[config.mk]
export PLATFORM = sky130hd
export DESIGN_NAME = ser_4b_tx_flat
export DESIGN_NICKNAME = d
export VERILOG_FILES = /design/src/rtl/ser_pkg.sv /design/src/rtl/ser_4b_tx_if.sv /design/src/rtl/ser_bit_timer.sv /design/src/rtl/ser_4b_tx.sv /design/src/flat_wrapper.sv
export SDC_FILE = /design/constraint.sdc
export NUM_CORES = 1
export LEC_CHECK = 0
export BUFFER_PORTS_ARGS = -buffer_cell sky130_fd_sc_hd__buf_2
export CAP_MARGIN = 0
export CORE_UTILIZATION = 58
export DETAILED_ROUTE_END_ITERATION = 8
export PLACE_DENSITY_LB_ADDON = 0.3
export SETUP_SLACK_MARGIN = 0.4
export SLEW_MARGIN = 20
export SYNTH_ARGS = -nofsm -noshare
export SYNTH_HDL_FRONTEND = slang
export SYNTH_SLANG_ARGS = --single-unit
[constraint.sdc]
create_clock -name clk -period 4.95 [get_ports clk]
set_clock_uncertainty 0.15 [all_clocks]
set_input_delay 0.495 -clock clk [delete_from_list [all_inputs] [get_ports clk]]
set_output_delay 0.495 -clock clk [all_outputs]
set_load 0.05 [all_outputs]
[src/rtl/ser_pkg.sv]
// Shared definitions for the serial transmitter and its future receiver.
//   ser_state_e   : frame FSM state encoding
//   LINE_IDLE/START_BIT/STOP_BIT : serial line levels
//   DEF_WIDTH/DEF_DIV : default data bits per frame, clocks per bit
//   div_cnt_width : width of a DIV counter, never less than one bit
package ser_pkg;

  typedef enum logic [2:0] {
    IDLE   = 3'd0,
    START  = 3'd1,
    DATA   = 3'd2,
    PARITY = 3'd3,
    STOP   = 3'd4
  } ser_state_e;

  localparam logic LINE_IDLE = 1'b1;
  localparam logic START_BIT = 1'b0;
  localparam logic STOP_BIT  = 1'b1;

  localparam int DEF_WIDTH = 4;
  localparam int DEF_DIV   = 4;

  // max(1, clog2(div)): DIV=1 and DIV=2 both fit in a single bit.
  function automatic int div_cnt_width(input int div);
    return (div <= 2) ? 1 : $clog2(div);
  endfunction

endpackage

[src/rtl/ser_4b_tx_if.sv]
// Parallel-side bus of the serial transmitter.
//   B     : word to transmit          (master -> slave)
//   load  : transmit request          (master -> slave)
//   ready : idle, able to accept      (slave -> master)
//   busy  : frame in progress         (slave -> master)
//   sout  : serial line, idles high   (slave -> master)
//   done  : one-cycle end-of-frame    (slave -> master)
interface ser_4b_tx_if
  import ser_pkg::*;
#(
  parameter int WIDTH = DEF_WIDTH
);

  logic [WIDTH-1:0] B;
  logic             load;
  logic             ready;
  logic             busy;
  logic             sout;
  logic             done;

  modport master (output B, load, input ready, busy, sout, done);
  modport slave  (input B, load, output ready, busy, sout, done);

endinterface

[src/rtl/ser_bit_timer.sv]
// Bit-period timer: counts DIV clocks and raises tick on the last cycle of
// each bit period. A synchronous clear holds the count at zero.
//   clk, rst_n : clock, asynchronous active-low reset
//   clr        : synchronous clear (count held at 0)
//   tick       : high during the final cycle of a bit period
module ser_bit_timer
  import ser_pkg::*;
#(
  parameter int DIV = DEF_DIV
) (
  input  logic clk,
  input  logic rst_n,
  input  logic clr,
  output logic tick
);

  localparam int            CW   = div_cnt_width(DIV);
  localparam logic [CW-1:0] LAST = CW'(DIV - 1);

  logic [CW-1:0] cnt_q;
  logic [CW-1:0] cnt_d;

  assign tick = (cnt_q == LAST);

  // NOTE: every variable written here gets a default first, so no path
  // leaves it unassigned and no latch is inferred.
  always_comb begin
    cnt_d = cnt_q + 1'b1;
    if (clr || tick) cnt_d = '0;
  end

  // NOTE: state flops use non-blocking assignment so every flop samples
  // the pre-edge values of the others.
  always_ff @(posedge clk or negedge rst_n) begin
    if (!rst_n) cnt_q <= '0;
    else        cnt_q <= cnt_d;
  end

endmodule

[src/rtl/ser_4b_tx.sv]
// Serial transmitter: accepts a parallel word when idle and sends it as
// start bit (0), WIDTH data bits LSB first, [even parity], stop bit (1),
// each bit lasting DIV clocks. All outputs are registered.
//   clk, rst_n : clock, asynchronous active-low reset (aborts a frame)
//   bus        : slave side of ser_4b_tx_if (B, load in; ready, busy,
//                sout, done out)
// Build option: define SER_TX_PARITY_EN to insert an even-parity bit
// between the last data bit and the stop bit.
module ser_4b_tx
  import ser_pkg::*;
#(
  parameter int WIDTH = DEF_WIDTH,
  parameter int DIV   = DEF_DIV
) (
  input logic        clk,
  input logic        rst_n,
  ser_4b_tx_if.slave bus
);

  localparam int            BW       = $clog2(WIDTH) + 1;
  localparam logic [BW-1:0] LAST_BIT = BW'(WIDTH - 1);

  ser_state_e       state_q, state_d;
  logic [WIDTH-1:0] shreg_q, shreg_d;
  logic [BW-1:0]    bit_cnt_q, bit_cnt_d;
  logic             sout_q, sout_d;
  logic             ready_q, ready_d;
  logic             busy_q, busy_d;
  logic             done_q, done_d;
`ifdef SER_TX_PARITY_EN
  logic             par_q, par_d;
`endif
  logic             tick;

  // Held clear while idle, so START begins at count 0. Every other state
  // change happens on tick, where the counter wraps to 0 on its own.
  ser_bit_timer #(.DIV(DIV)) u_timer (
    .clk  (clk),
    .rst_n(rst_n),
    .clr  (state_q == IDLE),
    .tick (tick)
  );

  always_comb begin
    state_d   = state_q;
    shreg_d   = shreg_q;
    bit_cnt_d = bit_cnt_q;
    sout_d    = sout_q;
    done_d    = 1'b0;
`ifdef SER_TX_PARITY_EN
    par_d     = par_q;
`endif
    case (state_q)
      IDLE: begin
        sout_d = LINE_IDLE;
        if (bus.load) begin
          shreg_d   = bus.B;
          bit_cnt_d = '0;
          state_d   = START;
          sout_d    = START_BIT;
`ifdef SER_TX_PARITY_EN
          par_d     = ^bus.B;
`endif
        end
      end
      START: begin
        if (tick) begin
          state_d = DATA;
          sout_d  = shreg_q[0];
        end
      end
      DATA: begin
        if (tick) begin
          if (bit_cnt_q == LAST_BIT) begin
`ifdef SER_TX_PARITY_EN
            state_d = PARITY;
            sout_d  = par_q;
`else
            state_d = STOP;
            sout_d  = STOP_BIT;
`endif
          end else begin
            shreg_d   = shreg_q >> 1;
            sout_d    = shreg_d[0];
            bit_cnt_d = bit_cnt_q + 1'b1;
          end
        end
      end
`ifdef SER_TX_PARITY_EN
      PARITY: begin
        if (tick) begin
          state_d = STOP;
          sout_d  = STOP_BIT;
        end
      end
`endif
      STOP: begin
        if (tick) begin
          state_d = IDLE;
          sout_d  = LINE_IDLE;
          done_d  = 1'b1;
        end
      end
      default: begin
        state_d = IDLE;
        sout_d  = LINE_IDLE;
      end
    endcase
    // Status follows the next state so it changes on the same edge.
    ready_d = (state_d == IDLE);
    busy_d  = ~ready_d;
  end

  // NOTE: the shift register is a plain datapath register, so it is reset
  // with everything else rather than left unreset like a RAM array.
  always_ff @(posedge clk or negedge rst_n) begin
    if (!rst_n) begin
      state_q   <= IDLE;
      shreg_q   <= '0;
      bit_cnt_q <= '0;
      sout_q    <= LINE_IDLE;
      ready_q   <= 1'b1;
      busy_q    <= 1'b0;
      done_q    <= 1'b0;
`ifdef SER_TX_PARITY_EN
      par_q     <= 1'b0;
`endif
    end else begin
      state_q   <= state_d;
      shreg_q   <= shreg_d;
      bit_cnt_q <= bit_cnt_d;
      sout_q    <= sout_d;
      ready_q   <= ready_d;
      busy_q    <= busy_d;
      done_q    <= done_d;
`ifdef SER_TX_PARITY_EN
      par_q     <= par_d;
`endif
    end
  end

  assign bus.sout  = sout_q;
  assign bus.ready = ready_q;
  assign bus.busy  = busy_q;
  assign bus.done  = done_q;

endmodule

[src/flat_wrapper.sv]
// flat-port wrapper written by rule: the top's interface ports become plain ports
module ser_4b_tx_flat import ser_pkg::*;
#(
  parameter int WIDTH = DEF_WIDTH,
  parameter int DIV   = DEF_DIV
)
  (clk, rst_n, bus_B, bus_load, bus_ready, bus_busy, bus_sout, bus_done);
  ser_4b_tx_if #(.WIDTH(WIDTH)) bus_i ();
  input logic clk;
  input logic rst_n;
  input wire logic [$bits(bus_i.B)-1:0] bus_B;
  input wire logic [$bits(bus_i.load)-1:0] bus_load;
  output wire logic [$bits(bus_i.ready)-1:0] bus_ready;
  output wire logic [$bits(bus_i.busy)-1:0] bus_busy;
  output wire logic [$bits(bus_i.sout)-1:0] bus_sout;
  output wire logic [$bits(bus_i.done)-1:0] bus_done;
  assign bus_i.B = bus_B;
  assign bus_i.load = bus_load;
  assign bus_ready = bus_i.ready;
  assign bus_busy = bus_i.busy;
  assign bus_sout = bus_i.sout;
  assign bus_done = bus_i.done;
  ser_4b_tx #(.WIDTH(WIDTH), .DIV(DIV)) u_core (.clk(clk), .rst_n(rst_n), .bus(bus_i));
endmodule
==> results of run 1 <==
==> synthesized netlist by cell type <==
cell	count
dfrtp_1	14
nand2_1	7
nor3_1	6
o21ai_1	5
a21oi_1	4
mux2i_1	4
ha_1	3
inv_1	3
nor2_1	3
o21ai_0	3
a32o_1	2
buf_2	2
clkbuf_1	2
dfstp_2	2
nand3b_1	2
nor3b_1	2
a2bb2oi_2	1
and3b_1	1
buf_4	1
buf_6	1
nand2_2	1
nand2b_1	1
nand3_1	1
nand4_1	1
nor2b_1	1
nor4_1	1
o211ai_2	1
o21a_1	1
o21ai_2	1
or3_1	1
or3b_1	1
xnor2_1	1
xor2_1	1
==> sequential cells by signal (all words and copies together), names as in the netlist <==
register	count
u_core.bus.busy	1
u_core.bit_cnt_q	3
u_core.u_timer.cnt_q	2
u_core.state_q	3
u_core.bus.ready	1
u_core.bus.sout	1
u_core.shreg_q	4
u_core.bus.done	1
==> area by class of cell <==
| cell class | count | area (um2) | share of cell area (%) |
|---|---|---|---|
| clock buffer | 3 | 22.5 | 2.52 |
| inverter | 3 | 11.3 | 1.26 |
| multi-input combinational | 56 | 377 | 42.2 |
| sequential | 16 | 403 | 45.2 |
| tap | 15 | 18.8 | 2.10 |
| timing repair buffer | 11 | 60.1 | 6.73 |
==> timing repair <==
action	CTS	global route
buffers inserted	0	0
endpoints found under the hold margin	14	0
hold buffers	1	0
==> worst max-delay path by stage <==
stage | startpoint | cells past startpoint | endpoint
after floorplan | u_core.bit_cnt_q[0] | 5 | u_core.bit_cnt_q[1]
after global placement | u_core.u_timer.cnt_q[0] | 4 | u_core.shreg_q[1]
after detailed placement | u_core.u_timer.cnt_q[0] | 5 | u_core.shreg_q[1]
after CTS | u_core.u_timer.cnt_q[0] | 5 | u_core.shreg_q[1]
after global routing | u_core.u_timer.cnt_q[0] | 5 | u_core.shreg_q[0]
final | u_core.u_timer.cnt_q[0] | 5 | u_core.shreg_q[1]
==> where the power goes <==
group | internal, mW | switching [mW]
clock | 0.0282 | 0.0364
sequential | 0.180 | 0.0494
combinational | 0.0840 | 0.127
total | 0.293 | 0.212
==> per-layer routing <==
| metal | vias to the layer above | wire length (um) | global-route usage (%) |
|---|---|---|---|
| met3 | 2 | 38 | 3.41 |
| met4 | 0 | 5 | 10.3 |
| met5 | - | 0 | 0 |
| li1 | 303 | - | - |
| met2 | 10 | 645 | 32.4 |
| met1 | 292 | 731 | 32.6 |
==> logic make-up after synthesis <==
family / after synthesis / synth area share [%]
AO/OA/AOI/OAI: 18 / 15.0
AND/OR/NAND/NOR: 29 / 19.1
XOR/XNOR: 2 / 2.12
flip-flops: 16 / 48.7
adder cells (fa/ha/maj): 3 / 4.54
multiplexers: 4 / 4.84
buffers and inverters: 9 / 5.75
==> cells in the final DEF (no fill, tap or decap), types with 2 or more instances in the layout <==
cell type | Yosys | layout
inv_1 | 3 | 3
dfstp_2 | 2 | 2
o21ai_0 | 3 | 3
nor3b_1 | 2 | 2
buf_2 | 2 | 10
clkbuf_4 | 0 | 3
ha_1 | 3 | 3
dfrtp_1 | 14 | 14
a21oi_1 | 4 | 4
o21ai_1 | 5 | 5
nor3_1 | 6 | 6
nand3b_1 | 2 | 2
mux2i_1 | 4 | 4
nor2_1 | 3 | 3
a32o_1 | 2 | 2
nand2_1 | 7 | 7
==> reports/results.ini, run 1 <==
[run_status]
status = finished, final reports clean

[min_path]
worstHoldPathCells = 1
min_to = u_core.u_timer.cnt_q[0]
hold_path.class = reg2reg
hold_start = u_core.u_timer.cnt_q[0]

[routing]
routed_wl_mm = 1.42
drc = 0
first_pass_iters = 4
vias_per_cell = 5.84
vias = 607
ant_nets = 0
wire_per_inst_um = 13.7
drt_iter0_markers = 13

[sta]
setup_ws_ns = 3.16
period_minus_slack_ns = 1.79
fin_crit_sh_pct = 36.1
drv_slew = 0
hold_viol = 0
worst_pin_slew_ns = 0.506
tns_ns = 0
holdWs_ns = 0.299
finalSetupViolCount = 0
relSlewSlack_pct = 66.3
timing.fmax_mhz = 560
rsz0062_at_grt = no

[global_routing]
grt_pass1_wl_mm = 2.36
grt_pass1_vias = 562
antenna_found_initial = 0
grt_max_degree = 19
grt.total_usage_pct = 22.6
grt_overflow = 0

[clocking]
post_cts_resized = 0
cts_buffer_depth = 2
cts_tree = done
numCtsBuffers = 3
clock_latency_ns = 0.27
cts.reportedPaths.clkPinSlew_ns = 0.08
cts_root_buf = clkbuf_4
clock-sinks = 16
ctsHtreeMaxLevel = 1

[logic_synthesis]
synth_area_um2 = 827
syn_nets = 91
synth.distinct_cells = 33
syn_area_per_cell_um2 = 10.2
synth_seq_cells = 16
syn_inst = 81
yosys_warnings = 0
yosys-top-cells-area = dfrtp_1 42%, dfstp_2 6.4%, mux2i_1 4.8%
yosysTopAreaCell = dfrtp_1
seq_area_frac_synth_pct = 48.7
synth_top_area_share_pct = 42.4

[critical_path]
cp-start-kind = register
end_kind = register
worst_r2r_path_depth = 5
r2r-end = u_core.shreg_q[1]
critPathKind = reg2reg
max_stage_delay_ns = 0.39
cp.arrival_ns = 1.84
cp_slowest_cell = dfrtp_1
cp_num_buf_inv = 0
r2r_slack_ns = 3.16
path_delay_family = compound AO/OA/AOI/OAI gates
cp_max_fo = 12
crit_chain = ha_1 -> and3b_1 -> o21ai_2 -> nand2_1 -> o21ai_1
required_ns = 5.00
r2r-start = u_core.u_timer.cnt_q[0]

[place]
dp_slack_ns = 3.19
placed_cells = 100
io_buffers = 10
dp.final_hpwl_mm = 1.02
dpl_cell_area_um2 = 860
gp_congestion = 0.728

[die]
io_pins = 11
initial_core_util_pct = 62.8
std_cell_rows = 13
fp.dieH_um = 39.8
die-area_mm2 = 0.00158
core_area_mm2 = 0.00132
chipWidth_um = 39.8

[power]
powerDensity_mw_per_mm2 = 566
max-vdd-ir-drop_uv = 373
p_leak_nw = 0.414
finalPower_uw = 505

[layout]
diodes = 0
nets = 101
area_growth_pct = 7.87
nFillCells = 92
fin_area_um2 = 892
fin_cells = 104
drive_above_1_share_pct = 21.3
fin_util_pct = 67.7

[job]
maxCapViolCount = 0

(Power assumes the default switching activity.)
==> run 2: changes to the inputs <==
- ABC_AREA: unset -> 1
- CORE_ASPECT_RATIO: unset -> 1.25
- CORE_UTILIZATION: 58 -> 48
- clock period: 4.95 -> 1.6 ns (I/O delays scaled with it)
==> reports/results.ini, run 2 <==
[run_status]
status = finished, final reports clean

[routing]
routed_wl_mm = 1.61  ; +13%
drt_iter0_markers = 14  ; +1
ant_nets = 0  ; unchanged
dr_wl_met3_um = 38  ; unchanged
drc = 0  ; unchanged
wire_per_inst_um = 12.5  ; -8.5%
first_pass_iters = 4  ; unchanged
wl_met2_um = 846  ; +31%
vias = 675  ; +11%
wl_met1_um = 700  ; -4.2%
vias_per_cell = 5.23  ; -10%
highest_layer = met4

[sta]
drv_slew = 0  ; unchanged
fin_crit_sh_pct = 90.2  ; +54 points
timing.fmax_mhz = 693  ; +24%
rsz0062_at_grt = yes
worst_pin_slew_ns = 0.354  ; -0.152 ns
period_minus_slack_ns = 1.44  ; -0.343 ns
finalSetupViolCount = 0  ; unchanged
tns_ns = 0  ; unchanged
relSlewSlack_pct = 76.4  ; +10 points
hold_viol = 0  ; unchanged

[logic_synthesis]
synthArstFlopShare_pct = 100  ; unchanged
yosysTopAreaCell = dfrtp_1
yosys-top-cells-area = dfrtp_1 43%, nand2_1 9.8%, nand3_1 6.8%
synth_edf_count = 0  ; unchanged
synth.distinct_cells = 19  ; -42%
yosys_warnings = 0  ; unchanged
synth_seq_cells = 16  ; unchanged
yosysMostFrequentCell = nand2_1
seq_area_frac_synth_pct = 49.8  ; +1.1 points
synth_commonest_cells = 21 x nand2_1, 14 x dfrtp_1, 11 x nand3_1, 9 x inv_1
syn_area_per_cell_um2 = 8.98  ; -12%
synth_top_area_share_pct = 43.3  ; +0.98 points
ys.flop_type = dfrtp_1
syn_nets = 100  ; +9.9%
syn_inst = 90  ; +11%
synth_area_um2 = 808  ; -2.3%

[critical_path]
cp.arrival_ns = 1.52  ; -0.32 ns
crit_chain = ha_2 -> ha_4 -> nand2_4 -> inv_4 -> o21ai_4 -> nor2_2 -> nand2_2 -> inv_2
cp_slowest_cell = dfrtp_1
required_ns = 1.67  ; -3.33 ns
critPathKind = reg2reg
cp-start-kind = register
max_stage_delay_ns = 0.41  ; +0.02 ns
cp_max_fo = 2  ; -10
r2r_slack_ns = 0.16  ; -3.01 ns
end_kind = register

[clocking]
ctsHtreeMaxLevel = 1  ; unchanged
cts.reportedPaths.clkPinSlew_ns = 0.09  ; about the same
clock-sinks = 16  ; unchanged
cts_root_buf = clkbuf_4
numCtsBuffers = 3  ; unchanged
clock_latency_ns = 0.28  ; about the same
cts_buffer_depth = 2  ; unchanged
cts_tree = done

[layout]
final_cell_mix = 16 x nand2_1, 12 x dfrtp_1, 8 x inv_1, 6 x nand3_1, 6 x buf_2
nFillCells = 115  ; +25%
diodes = 0  ; unchanged
fin_cells = 129  ; +24%
largest_reg_flops = 4  ; unchanged
final_common_cell = nand2_1
area_growth_pct = 35.6
reg.largest.list = u_core.shreg_q (4), u_core.bit_cnt_q (3), u_core.state_q (3)
nets = 122  ; +21%
largest_register = u_core.shreg_q
drive_above_1_share_pct = 46.8  ; +25 points

[min_path]
hold_path.class = in2reg

[die]
io_pins = 11  ; unchanged
chipWidth_um = 38.7  ; -2.7%
initial_core_util_pct = 51.8  ; -11 points
std_cell_rows = 16  ; +3
die-area_mm2 = 0.00185  ; +17%
core_area_mm2 = 0.00156  ; +19%
fp.dieH_um = 47.9  ; +20%

[power]
powerDensity_mw_per_mm2 = 1650  ; +190%
p_leak_nw = 0.534  ; +29%
max-vdd-ir-drop_uv = 1270  ; +240%
finalPower_mw = 1.81  ; +260%

[job]
maxCapViolCount = 0  ; unchanged

[global_routing]
grt_pass1_wl_mm = 2.43  ; +2.9%
grt.total_usage_pct = 19.7  ; -2.8 points
antenna_found_initial = 0  ; unchanged
grt_overflow = 0  ; unchanged
grt_max_degree = 17  ; -2
grt_pass1_vias = 588  ; +4.6%

[place]
placed_cells = 118  ; +18%
io_buffers = 10  ; unchanged
dp.final_hpwl_mm = 1.06  ; +3.4%
gp_congestion = 0.723  ; -0.76%

[run 2: changes by cell type after synthesis, sizes merged, moves of 3 or more]
cell   change
nor3       -6
nand2     +15
nor2       +4
buf        -4
mux2i      -4
a21oi      -3
inv       +11
nand3     +13
[run 2: final timing paths]
check,from,to,cells past startpoint
worst min-delay path,bus_load,u_core.shreg_q[3],3
worst max-delay path,u_core.bit_cnt_q[0],u_core.bus.ready,8
min in group asynchronous,rst_n,u_core.shreg_q[2],2
worst min register to register,u_core.u_timer.cnt_q[0],u_core.u_timer.cnt_q[0],1
worst max register to register,u_core.bit_cnt_q[0],u_core.bus.ready,8
max in group asynchronous,rst_n,u_core.bus.sout,2
[run 2: layout make-up]
type / instances / area [um2] / share of cell area, %
flip-flops and latches: 16 / 405 / 37.0
well taps: 18 / 22.5 / 2.05
repair buffers: 16 / 125 / 11.4
inverters: 15 / 68.8 / 6.28
clock buffers: 4 / 26.3 / 2.40
multi-input cells: 60 / 448 / 40.9
[run 2: cell families (layout without fill, tap and decap cells)]
logic type / Yosys count / in the layout / share of synthesized area (%)
compound gates: 9 / 9 / 6.50
fa+ha+maj: 3 / 3 / 4.64
buf+inv: 15 / 35 / 7.58
flops: 16 / 16 / 49.8
simple gates: 47 / 48 / 31.4
[run 2: layer usage]
layer | track usage (%) | up-vias
met1 | 23.4 | 328
li1 | - | 335
met2 | 33.3 | 8
met5 | 0 | -
met3 | 4.19 | 4
met4 | 10.3 | 0
[run 2: repair_timing]
item                       CTS  global route
setup endpoints to repair   17            18
gates resized for setup     16            11
gates cloned                 1             0
pin swaps                    2             5
hold buffers                 2             0
buffers inserted             3             1
hold endpoints to repair    17             0
[run 2: where the power goes]
part	leakage [nW]	internal (mW)	switching, mW	total [mW]
clock	0.0150	0.0968	0.122	0.218
combinational	0.320	0.347	0.561	0.908
sequential	0.199	0.569	0.116	0.685
total	0.534	1.01	0.799	1.81
[run 2: through the flow]
stage	util [%]	setup slack (ns)	hold slack (ns)	area (um2)
finish	70.2	0.157	0.0138	1100
global route	70.2	0.123	0.0270	1100
global placement	58.5	0.209	-0.0609	913
floorplan	-	0.277	-0.286	841
detailed placement	58.5	0.190	-0.0611	913
CTS	67.8	0.192	0.0174	1060
[run 2: critical path: cells and delay by family (launching register included)]
kind	cells	cell delay [ns]
and+or+nand+nor	3	0.21
DFF	1	0.41
AOI/OAI and AO/OA	1	0.16
buffers and inverters	2	0.07
adders and majority gates	2	0.38
